[config.mk]
export PLATFORM = sky130hd
export DESIGN_NAME = shield_read_line_buf_flat
export DESIGN_NICKNAME = d
export VERILOG_FILES = /design/src/rtl/shield_read_line_buf_if.sv /design/src/rtl/shield_read_line_buf.sv /design/src/flat_wrapper.sv
export SDC_FILE = /design/constraint.sdc
export NUM_CORES = 1
export LEC_CHECK = 0
export BUFFER_PORTS_ARGS = -buffer_cell sky130_fd_sc_hd__buf_2
export CORE_AREA = 2 2 472 474
export CTS_BUF_LIST = sky130_fd_sc_hd__clkbuf_2 sky130_fd_sc_hd__clkbuf_4 sky130_fd_sc_hd__clkbuf_8
export DETAILED_ROUTE_END_ITERATION = 6
export DIE_AREA = 0 0 474 476
export GPL_ROUTABILITY_DRIVEN = 0
export PLACE_DENSITY = 0.33
export SLEW_MARGIN = 20
export SYNTH_ARGS = -nofsm -noshare
export SYNTH_HDL_FRONTEND = slang
export SYNTH_SLANG_ARGS = --single-unit
[constraint.sdc]
create_clock -name clk -period 3.1 [get_ports clk]
set_input_delay 0.465 -clock clk [delete_from_list [all_inputs] [get_ports clk]]
set_output_delay 0.465 -clock clk [all_outputs]
set_load 0.03 [all_outputs]
[src/rtl/shield_read_line_buf_if.sv]
// Bundle of the accelerator AXI read channels, the read-master line fetch
// handshake and the write-path invalidate port of shield_read_line_buf.
interface shield_read_line_buf_if #(
    parameter int unsigned SHIELD_ADDR_WIDTH = 32,
    parameter int unsigned AXI_ID_WIDTH      = 16,
    parameter int unsigned LINE_WIDTH        = 512
);
    logic [AXI_ID_WIDTH-1:0]      s_axi_arid;
    logic [SHIELD_ADDR_WIDTH-1:0] s_axi_araddr;
    logic [7:0]                   s_axi_arlen;
    logic                         s_axi_arvalid;
    logic                         s_axi_arready;

    logic [AXI_ID_WIDTH-1:0]      s_axi_rid;
    logic [LINE_WIDTH-1:0]        s_axi_rdata;
    logic [1:0]                   s_axi_rresp;
    logic                         s_axi_rlast;
    logic                         s_axi_rvalid;
    logic                         s_axi_rready;

    logic [SHIELD_ADDR_WIDTH-1:0] line_req_addr;
    logic                         line_req_val;
    logic                         line_req_rdy;

    logic [SHIELD_ADDR_WIDTH-1:0] line_resp_addr;
    logic [LINE_WIDTH-1:0]        line_resp_data;
    logic                         line_resp_val;
    logic                         line_resp_rdy;

    logic [SHIELD_ADDR_WIDTH-1:0] inv_addr;
    logic                         inv_val;
    logic                         busy;

    // Line buffer side
    modport slave (
        input  s_axi_arid, s_axi_araddr, s_axi_arlen, s_axi_arvalid,
        output s_axi_arready,
        output s_axi_rid, s_axi_rdata, s_axi_rresp, s_axi_rlast, s_axi_rvalid,
        input  s_axi_rready,
        output line_req_addr, line_req_val,
        input  line_req_rdy,
        input  line_resp_addr, line_resp_data, line_resp_val,
        output line_resp_rdy,
        input  inv_addr, inv_val,
        output busy
    );

    // Accelerator / read master / write path side
    modport master (
        output s_axi_arid, s_axi_araddr, s_axi_arlen, s_axi_arvalid,
        input  s_axi_arready,
        input  s_axi_rid, s_axi_rdata, s_axi_rresp, s_axi_rlast, s_axi_rvalid,
        output s_axi_rready,
        input  line_req_addr, line_req_val,
        output line_req_rdy,
        output line_resp_addr, line_resp_data, line_resp_val,
        input  line_resp_rdy,
        output inv_addr, inv_val,
        input  busy
    );
endinterface

[src/rtl/shield_read_line_buf.sv]
// Single-line read buffer between an AXI read accelerator port and the
// decrypting read master. Line reuse on hit is enabled by SHIELD_LINE_REUSE_EN.
module shield_read_line_buf #(
    parameter int unsigned SHIELD_ADDR_WIDTH = 32,
    parameter int unsigned AXI_ID_WIDTH      = 16,
    parameter int unsigned LINE_WIDTH        = 512,
    parameter int unsigned OFFSET_WIDTH      = 6
) (
    input logic                  clk,
    input logic                  rst_n,
    shield_read_line_buf_if.slave bus
);
    localparam int unsigned AW         = SHIELD_ADDR_WIDTH;
    localparam int unsigned IW         = AXI_ID_WIDTH;
    localparam int unsigned LW         = LINE_WIDTH;
    localparam int unsigned OW         = OFFSET_WIDTH;
    localparam int unsigned LINE_BYTES = 32'd1 << OW;
    localparam logic [AW-1:0] LINE_MASK = {{(AW-OW){1'b1}}, {OW{1'b0}}};

    typedef enum logic [2:0] {
        ST_IDLE,
        ST_LOOKUP,
        ST_FETCH_REQ,
        ST_FETCH_WAIT,
        ST_SEND
    } state_t;

    state_t state_q, state_nxt;

    logic [IW-1:0] id_q;
    logic [7:0]    len_q;
    logic [AW-1:0] beat_addr_q;
    logic [7:0]    beat_cnt_q;
    logic [AW-1:0] tag_q;
    logic [LW-1:0] data_q;
    logic          valid_q;

    logic arready_q, rvalid_q, rlast_q, line_req_val_q, line_resp_rdy_q, busy_q;
    logic arready_d, rvalid_d, rlast_d, line_req_val_d, line_resp_rdy_d, busy_d;

    logic [AW-1:0] inv_line;
    logic          inv_tag;
    logic          inv_beat;
    logic          ar_hs;
    logic          r_hs;
    logic          fill;
    logic          adv;
    logic          hit;
    logic          unused_resp_addr;

    // Handshakes and invalidate matches
    assign inv_line = bus.inv_addr & LINE_MASK;
    assign inv_tag  = bus.inv_val && (inv_line == tag_q);
    assign inv_beat = bus.inv_val && (inv_line == beat_addr_q);
    assign ar_hs    = bus.s_axi_arvalid && arready_q;
    assign r_hs     = rvalid_q && bus.s_axi_rready;
    assign fill     = (state_q == ST_FETCH_WAIT) && bus.line_resp_val;
    assign adv      = (state_q == ST_SEND) && r_hs && !rlast_q;

    // A same-cycle invalidate of the buffered line forces a miss
`ifdef SHIELD_LINE_REUSE_EN
    assign hit = valid_q && (tag_q == beat_addr_q) && !inv_tag;
`else
    assign hit = 1'b0;
`endif

    assign unused_resp_addr = ^bus.line_resp_addr;

    always_comb begin
        state_nxt = state_q;
        unique case (state_q)
            ST_IDLE:       if (ar_hs) state_nxt = ST_LOOKUP;
            ST_LOOKUP:     state_nxt = hit ? ST_SEND : ST_FETCH_REQ;
            ST_FETCH_REQ:  if (bus.line_req_rdy) state_nxt = ST_FETCH_WAIT;
            ST_FETCH_WAIT: if (bus.line_resp_val) state_nxt = ST_SEND;
            ST_SEND:       if (r_hs) state_nxt = rlast_q ? ST_IDLE : ST_LOOKUP;
            default:       state_nxt = ST_IDLE;
        endcase

        // rvalid rises one cycle into SEND, giving a two-edge hit latency
        arready_d       = (state_nxt == ST_IDLE);
        line_req_val_d  = (state_nxt == ST_FETCH_REQ);
        line_resp_rdy_d = (state_nxt == ST_FETCH_WAIT);
        busy_d          = (state_nxt != ST_IDLE);
        rvalid_d        = (state_q == ST_SEND) && !r_hs;
        rlast_d         = rvalid_d && (beat_cnt_q == len_q);
    end

    always_ff @(posedge clk) begin
        if (!rst_n) begin
            state_q         <= ST_IDLE;
            arready_q       <= 1'b1;
            rvalid_q        <= 1'b0;
            rlast_q         <= 1'b0;
            line_req_val_q  <= 1'b0;
            line_resp_rdy_q <= 1'b0;
            busy_q          <= 1'b0;
        end else begin
            state_q         <= state_nxt;
            arready_q       <= arready_d;
            rvalid_q        <= rvalid_d;
            rlast_q         <= rlast_d;
            line_req_val_q  <= line_req_val_d;
            line_resp_rdy_q <= line_resp_rdy_d;
            busy_q          <= busy_d;
        end
    end

    // Burst tracking and the line buffer itself
    always_ff @(posedge clk) begin
        if (!rst_n) begin
            id_q        <= '0;
            len_q       <= '0;
            beat_addr_q <= '0;
            beat_cnt_q  <= '0;
            tag_q       <= '0;
            data_q      <= '0;
            valid_q     <= 1'b0;
        end else begin
            if (ar_hs) begin
                id_q        <= bus.s_axi_arid;
                len_q       <= bus.s_axi_arlen;
                beat_addr_q <= bus.s_axi_araddr & LINE_MASK;
                beat_cnt_q  <= 8'd0;
            end else if (adv) begin
                beat_addr_q <= beat_addr_q + AW'(LINE_BYTES);
                beat_cnt_q  <= beat_cnt_q + 8'd1;
            end

            // A fill racing an invalidate of the same line still serves the beat
            if (fill) begin
                data_q  <= bus.line_resp_data;
                tag_q   <= beat_addr_q;
                valid_q <= !inv_beat;
            end else if (valid_q && inv_tag) begin
                valid_q <= 1'b0;
            end
        end
    end

    assign bus.s_axi_arready = arready_q;
    assign bus.s_axi_rid     = id_q;
    assign bus.s_axi_rdata   = data_q;
    assign bus.s_axi_rresp   = 2'b00;
    assign bus.s_axi_rlast   = rlast_q;
    assign bus.s_axi_rvalid  = rvalid_q;
    assign bus.line_req_addr = beat_addr_q;
    assign bus.line_req_val  = line_req_val_q;
    assign bus.line_resp_rdy = line_resp_rdy_q;
    assign bus.busy          = busy_q;

endmodule

[src/flat_wrapper.sv]
// flat-port wrapper written by rule: the top's interface ports become plain ports
module shield_read_line_buf_flat 
#(
    parameter int unsigned SHIELD_ADDR_WIDTH = 32,
    parameter int unsigned AXI_ID_WIDTH      = 16,
    parameter int unsigned LINE_WIDTH        = 512,
    parameter int unsigned OFFSET_WIDTH      = 6
)
  (clk, rst_n, bus_s_axi_arid, bus_s_axi_araddr, bus_s_axi_arlen, bus_s_axi_arvalid, bus_s_axi_arready, bus_s_axi_rid, bus_s_axi_rdata, bus_s_axi_rresp, bus_s_axi_rlast, bus_s_axi_rvalid, bus_s_axi_rready, bus_line_req_addr, bus_line_req_val, bus_line_req_rdy, bus_line_resp_addr, bus_line_resp_data, bus_line_resp_val, bus_line_resp_rdy, bus_inv_addr, bus_inv_val, bus_busy);
  shield_read_line_buf_if #(.SHIELD_ADDR_WIDTH(SHIELD_ADDR_WIDTH), .AXI_ID_WIDTH(AXI_ID_WIDTH), .LINE_WIDTH(LINE_WIDTH)) bus_i ();
  input logic clk;
  input logic rst_n;
  input wire logic [$bits(bus_i.s_axi_arid)-1:0] bus_s_axi_arid;
  input wire logic [$bits(bus_i.s_axi_araddr)-1:0] bus_s_axi_araddr;
  input wire logic [$bits(bus_i.s_axi_arlen)-1:0] bus_s_axi_arlen;
  input wire logic [$bits(bus_i.s_axi_arvalid)-1:0] bus_s_axi_arvalid;
  output wire logic [$bits(bus_i.s_axi_arready)-1:0] bus_s_axi_arready;
  output wire logic [$bits(bus_i.s_axi_rid)-1:0] bus_s_axi_rid;
  output wire logic [$bits(bus_i.s_axi_rdata)-1:0] bus_s_axi_rdata;
  output wire logic [$bits(bus_i.s_axi_rresp)-1:0] bus_s_axi_rresp;
  output wire logic [$bits(bus_i.s_axi_rlast)-1:0] bus_s_axi_rlast;
  output wire logic [$bits(bus_i.s_axi_rvalid)-1:0] bus_s_axi_rvalid;
  input wire logic [$bits(bus_i.s_axi_rready)-1:0] bus_s_axi_rready;
  output wire logic [$bits(bus_i.line_req_addr)-1:0] bus_line_req_addr;
  output wire logic [$bits(bus_i.line_req_val)-1:0] bus_line_req_val;
  input wire logic [$bits(bus_i.line_req_rdy)-1:0] bus_line_req_rdy;
  input wire logic [$bits(bus_i.line_resp_addr)-1:0] bus_line_resp_addr;
  input wire logic [$bits(bus_i.line_resp_data)-1:0] bus_line_resp_data;
  input wire logic [$bits(bus_i.line_resp_val)-1:0] bus_line_resp_val;
  output wire logic [$bits(bus_i.line_resp_rdy)-1:0] bus_line_resp_rdy;
  input wire logic [$bits(bus_i.inv_addr)-1:0] bus_inv_addr;
  input wire logic [$bits(bus_i.inv_val)-1:0] bus_inv_val;
  output wire logic [$bits(bus_i.busy)-1:0] bus_busy;
  assign bus_i.s_axi_arid = bus_s_axi_arid;
  assign bus_i.s_axi_araddr = bus_s_axi_araddr;
  assign bus_i.s_axi_arlen = bus_s_axi_arlen;
  assign bus_i.s_axi_arvalid = bus_s_axi_arvalid;
  assign bus_s_axi_arready = bus_i.s_axi_arready;
  assign bus_s_axi_rid = bus_i.s_axi_rid;
  assign bus_s_axi_rdata = bus_i.s_axi_rdata;
  assign bus_s_axi_rresp = bus_i.s_axi_rresp;
  assign bus_s_axi_rlast = bus_i.s_axi_rlast;
  assign bus_s_axi_rvalid = bus_i.s_axi_rvalid;
  assign bus_i.s_axi_rready = bus_s_axi_rready;
  assign bus_line_req_addr = bus_i.line_req_addr;
  assign bus_line_req_val = bus_i.line_req_val;
  assign bus_i.line_req_rdy = bus_line_req_rdy;
  assign bus_i.line_resp_addr = bus_line_resp_addr;
  assign bus_i.line_resp_data = bus_line_resp_data;
  assign bus_i.line_resp_val = bus_line_resp_val;
  assign bus_line_resp_rdy = bus_i.line_resp_rdy;
  assign bus_i.inv_addr = bus_inv_addr;
  assign bus_i.inv_val = bus_inv_val;
  assign bus_busy = bus_i.busy;
  shield_read_line_buf #(.SHIELD_ADDR_WIDTH(SHIELD_ADDR_WIDTH), .AXI_ID_WIDTH(AXI_ID_WIDTH), .LINE_WIDTH(LINE_WIDTH), .OFFSET_WIDTH(OFFSET_WIDTH)) u_core (.clk(clk), .rst_n(rst_n), .bus(bus_i));
endmodule
-- After elaboration in Yosys (flattened, before gate mapping)
Index checks and enable logic that the tools add are counted.
- register bits: 585
- input port bits: 639
- output and inout bits: 568
- word-level logic and storage cells: 45
- add/sub/neg operators: 2
- equal/unequal tests: 7
- multiplexer cells: 8
- bitwise operators: 1
- reduce and logical (&&, ||, !) cells: 14
- operators with widths (cell ; number):
    two-way mux 32 bit ; 2
    adder 32 x 7 -> 32 bit (second input constant) ; 1
    case mux 3 bit (5 select lines) ; 1
    == test 3 x 2 -> 1 bit (second input constant) ; 4
    two-way mux 3 bit ; 4
    adder 8 x 1 -> 8 bit (second input constant) ; 1
    == test 8 bit ; 1
    logical AND 1 bit ; 7
    zero test 3 bit ; 2
    == test 3 x 1 -> 1 bit (second input constant) ; 1
    == test 3 bit (second input constant) ; 1
    nonzero test 3 bit ; 1
    zero test 1 bit ; 2
    nonzero test 2 bit ; 1
    OR reduction 2 bit ; 1
    two-way mux 1 bit ; 1
    NOT 1 bit ; 1

-- Depth between registers and ports, before layout
- word-level depth: 5
- gate-level depth with buffers: 7
- gate-level depth less buffers: 5

-- Worst setup path after synthesis
No wires, ideal clock.
- path type: register to register
- start: reg u_core.beat_addr_q[6] (netlist: u_core.bus.line_req_addr[6])
- end: reg u_core.beat_addr_q[22] (netlist: u_core.bus.line_req_addr[22])
- setup time: 0.091 ns
- arrival time: 1.891 ns
- data required time: 3.009 ns
- slack: 1.119 ns
- stages on the path, launching flop included: 7
- path buffers: 1
- period minus slack after synthesis: 1.981 ns
- path through: dfxtp_1 > ha_1 > clkbuf_1 > and3_1 > nand4_1 > or3_1 > a311oi_1
- longest elaborated chain between the ends: 3
- RTL lines (what ; line ; text):
    start: declaration ; shield_read_line_buf.sv:32 ; logic [AW-1:0] beat_addr_q;
    start signal: assignment ; shield_read_line_buf.sv:123 ; beat_addr_q <= bus.s_axi_araddr & LINE_MASK;
    start signal: assignment ; shield_read_line_buf.sv:126 ; beat_addr_q <= beat_addr_q + AW'(LINE_BYTES);
    adder 32 x 7 -> 32 bit ; shield_read_line_buf.sv:126 ;
    two-way mux 32 bit ; shield_read_line_buf.sv:125 ; end else if (adv) begin
    two-way mux 32 bit ; shield_read_line_buf.sv:120 ; if (ar_hs) begin
No other way between the ends. The select of a mux whose other input is x is not followed.
A chain may end at the register's enable or synchronous reset.

-- Worst setup path after layout
- start: reg u_core.state_q[1]
- end: reg u_core.beat_addr_q[20] (netlist: u_core.bus.line_req_addr[20])
- longest elaborated chain between the ends: 4
- RTL lines (what ; line ; text):
    start: declaration ; shield_read_line_buf.sv:28 ; state_t state_q, state_nxt;
    start signal: assignment ; shield_read_line_buf.sv:99 ; state_q <= state_nxt;
    == test 3 bit ; shield_read_line_buf.sv:58 ; assign adv = (state_q == ST_SEND) && r_hs && !rlast_q;
    logical AND 1 bit (2 in series) ; shield_read_line_buf.sv:58 ;
    nonzero test 2 bit (no source line) ; -- ;
No other way between the ends.

==> run summary <==
The number of warnings issued by yosys came out at 0. The net switching power is 5.37 mW. The detailed-route vias per instance is around 3.3.

The number of enable-type register cells in the synthesized netlist is 0. The most used flip-flop cell after synthesis is dfxtp_1. The final-stage net count came out at about 5000. The H-tree level count came out at 3. The final setup violation count is 0. Global routing consumed, on the met3 layer, ~6.9% of the routing resources. The first-pass GRT wire length came out at 193000 µm. The leakage power summed over all cells is 15.6 nW. Of the synthesized area, sequential elements account for 56.4%.

The count of nets left with antenna violations once routing finished came out at 0. The switching power share of the total came out at between 20 and 30%. The worst register-to-register path begins at u_core.state_q[1]. The clock tree root buffer cell is clkbuf_8. The initial antenna violation count came out at 28. The TritonCTS sink count came out at 579. The biggest area contributor in the post-synthesis netlist is dfxtp_1. The clock period could shrink to 2370 ps. The worst-case clock skew came out at 76.3 ps. For this run, the total global-route usage over all layers was measured as 12.1%.

The worst setup path is captured at a register. The area of the mapped netlist is between 20000 and 25000 µm². The biggest fanout along the worst timing path is 10. The cell family contributing the most delay on the critical path is simple AND/OR/NAND/NOR gates. The library cell with the highest instance count after synthesis is nand2_1.

The remaining max-slew budget at the tightest pin came out at about a third. The flow ran to the end, and the final reports show no timing, DRC or antenna violations. The clock latency on the worst-skew pair is between 800 and 900 ps. The hold-critical path depth is 3.

The width of the die came out at 474 µm. Ranked by total cell area, the synthesized netlist is headed by dfxtp_1 (56%), nand2_1 (20%), a21oi_1 (13%). The wire-length estimate of the detail-placed layout is between 100000 and 150000 µm. A synthesized cell averages 7.87 µm². Setup repair after global routing left no endpoint under its margin.

The sequential share of power came out at 40.2%. Of the total power, the clock network draws 48.3%. The max-capacitance violation count came out at 0. The cell-internal power is 13.8 mW. The classification of the worst-slack hold path is input pin to register. The final hold violation count is 0. The fraction of the core area covered by cells at the end of the flow is 17.2%.

For this run, the slowest stage of the critical path takes 670 ps. The critical path class is register to register. The detailed-routing iteration count for the pre-antenna-repair pass is 5.

The worst endpoint data arrival time came out at approximately 3200 ps. For met1 alone, demand over resource in global routing was a little over an eighth. The sum of buffers and inverters on the critical path is 0. The detailed-route DRC error count came out at 0. The via count is between 20000 and 25000. The required time at the endpoint of the critical path came out at 3900 ps.

In this run the most critical hold path is launched from bus_s_axi_arvalid. The initial utilization of the core area, before any placement, comes to a little under a tenth. The clock passes through at most 3 buffers. The total count of max-transition violations in the final report is 0. The final critical path takes up 76.6% of the cycle. The leftover overflow at the end of global routing came out at 0.

The routed wirelength normalized by instance count came out at 19.6 µm. The share of async-settable or async-resettable flops after synthesis is 0%. The combinational share of power is 11.5%.

TritonCTS built the clock tree. Across the VDD grid, the largest voltage drop is 0.000298 V. The number of cells on the worst reg-to-reg path came out at 4.

STA classifies the critical path startpoint as a register. For hold timing, the worst endpoint is u_core.bus.line_req_addr[9]. The number of port buffers came out at 1127. In this run, the number of DRC markers left after iteration 0 of detailed routing was 962. The area share of the largest cell type after synthesis came out at between 50% and 60%. The synthesized flop and latch total is 579. The global-route track usage on met2 is 19.9%.

The cell area power density is 504 nW/µm². The die covers 226000 µm². Across all register-to-register paths, the minimum setup slack is between 700 and 800 ps. In this run the critical register-to-register path is captured at u_core.bus.line_req_addr[20]. The fraction of layout instances using a drive strength above 1 is about a third. The library cell contributing the largest single delay on the critical path is and4bb_1. The highest clock rate is 0.421 GHz. The number of buffers inserted to repair setup after CTS came out at 0.

Traced cell by cell, the critical path runs through and4bb_1, nand4_1, or3_1, a311oi_1. Synthesis produced 2611 cells. At the pin with the least slew margin, the transition time is 988 ps. Entering global routing, the biggest net connects just over 100 pins.

The area overhead of the layout relative to synthesis is 85.3%. The CTS clock-pin slew for the worst setup and hold paths is 60 ps. The netlist uses 44 different library cells. The height of the chip is between 400 and 500 µm. Wires add up to between 100000 and 150000 µm. TritonCTS created 117 clock buffers. The total area inside the core boundary comes to 221000 µm². Sorting the synthesized cells by how often they occur yields nand2_1 (1089), dfxtp_1 (579), a21oi_1 (547), clkbuf_1 (121), buf_2 (49). The number of placement rows is 173. The global routing stage identified its most utilized layer as met2. The number of I/O pins is 1207. The via count of the first global-routing pass came out at roughly 25000. The aggregate negative setup slack is 0 ps.
[power by group through the flow]
stage          clock, mW  combinational (mW)  sequential (mW)
6_report            9.27                2.20             7.72
5_1_grt             10.0                2.38             7.74
4_1_cts             9.75                2.26             7.72
3_5_place_dp           0                1.61             7.88
3_3_place_gp           0                1.62             7.88
2_1_floorplan          0               0.455             8.12
[registers in the layout (all words and copies together), names as in the netlist]
name / cells
u_core.state_q: 3
u_core.bus.s_axi_rvalid: 1
u_core.bus.s_axi_rlast: 1
u_core.bus.line_req_val: 1
u_core.bus.s_axi_rid: 16
u_core.bus.s_axi_rdata: 512
u_core.bus.line_resp_rdy: 1
u_core.bus.busy: 1
u_core.len_q: 8
u_core.bus.line_req_addr: 26
u_core.bus.s_axi_arready: 1
u_core.beat_cnt_q: 8
[layer usage]
metal	vias up	share of wire (%)
met3	181	13
met4	14	2.6
li1	11900	-
met1	11500	38
met2	989	46
met5	-	0.057
[layout make-up]
cell class / count / area, µm²
fillers: 25400 / 183000
repair buffers: 1745 / 11900
flip-flops and latches: 579 / 11600
multi-input cells: 1832 / 8110
well taps: 2975 / 3720
clock buffers: 175 / 2200
clock inverters: 29 / 458
diodes: 14 / 35.0
inverters: 5 / 26.3
[placed cells by master, fill, tap and decap left out, types with 3 or more instances in the layout]
cell type / Yosys / layout
buf_2: 49 / 1127
nand2_1: 1089 / 1088
dfxtp_1: 579 / 579
dlygate4sd3_1: 0 / 566
a21oi_1: 547 / 547
clkbuf_8: 0 / 141
clkbuf_4: 0 / 34
buf_4: 9 / 33
o21ai_0: 29 / 29
nor2_1: 19 / 19
buf_12: 0 / 19
nand3_1: 16 / 15
nand4_1: 15 / 15
diode_2: 0 / 14
xnor2_1: 14 / 14
clkinv_2: 0 / 13
or3_1: 12 / 12
a31oi_1: 9 / 9
xor2_1: 8 / 8
conb_1: 1 / 8
bufinv_16: 0 / 8
nor4_1: 7 / 7
and2_1: 7 / 7
or4_1: 7 / 7
o31ai_1: 7 / 7
a211oi_1: 6 / 6
inv_1: 4 / 4
and3_1: 4 / 3
and4_1: 3 / 3
a311oi_1: 3 / 3
inv_16: 0 / 3
[worst reg2reg max path, stage by stage, from the launching register on]
cell and delay, ps:
dfxtp_1 430, and4bb_1 680, nand4_1 450, or3_1 440
a311oi_1 280
[how the worst max path moves through the flow]
stage | cells past startpoint | to | slack (ps) | start
global placement | 5 | u_core.bus.line_req_addr[18] | 740 | bus_s_axi_rready
global route | 4 | u_core.bus.line_req_addr[18] | 590 | u_core.state_q[1]
CTS | 1 | bus_s_axi_rdata[347] | 700 | u_core.bus.s_axi_rdata[347]
floorplan | 6 | u_core.bus.line_req_addr[22] | 1120 | u_core.bus.line_req_addr[6]
finish | 4 | u_core.bus.line_req_addr[20] | 730 | u_core.state_q[1]
detailed placement | 5 | u_core.bus.line_req_addr[20] | 690 | bus_s_axi_rready
[logic make-up after synthesis]
family                     count (synthesis)  share of synthesized area, %
and+or+nand+nor                         1193                          23.0
buffers and inverters                    207                          4.32
xor gates and xnor gates                  22                         0.938
muxes                                      2                        0.0975
other                                      1                        0.0183
DFF                                      579                          56.4
AOI/OAI and AO/OA                        605                          15.1
adders and majority gates                  2                         0.122
[per-stage QoR]
step | worst slack, ps | total power, mW | area (µm²) | std cells | hold slack (ps)
2_1_floorplan | 1120 | 8.58 | 20600 | 2618 | 449
3_3_place_gp | 741 | 9.49 | 29700 | 6570 | 440
3_5_place_dp | 689 | 9.49 | 29700 | 6570 | 444
4_1_cts | 703 | 19.7 | 38000 | 7340 | 141
5_1_grt | 595 | 20.1 | 38100 | 7347 | 206
6_report | 725 | 19.2 | 38100 | 7354 | 248
[timing repair]
action,in CTS,in global routing
resized for setup,0,0
hold buffers,566,0
endpoints found under the hold margin,571,0
(Power assumes the default switching activity.)
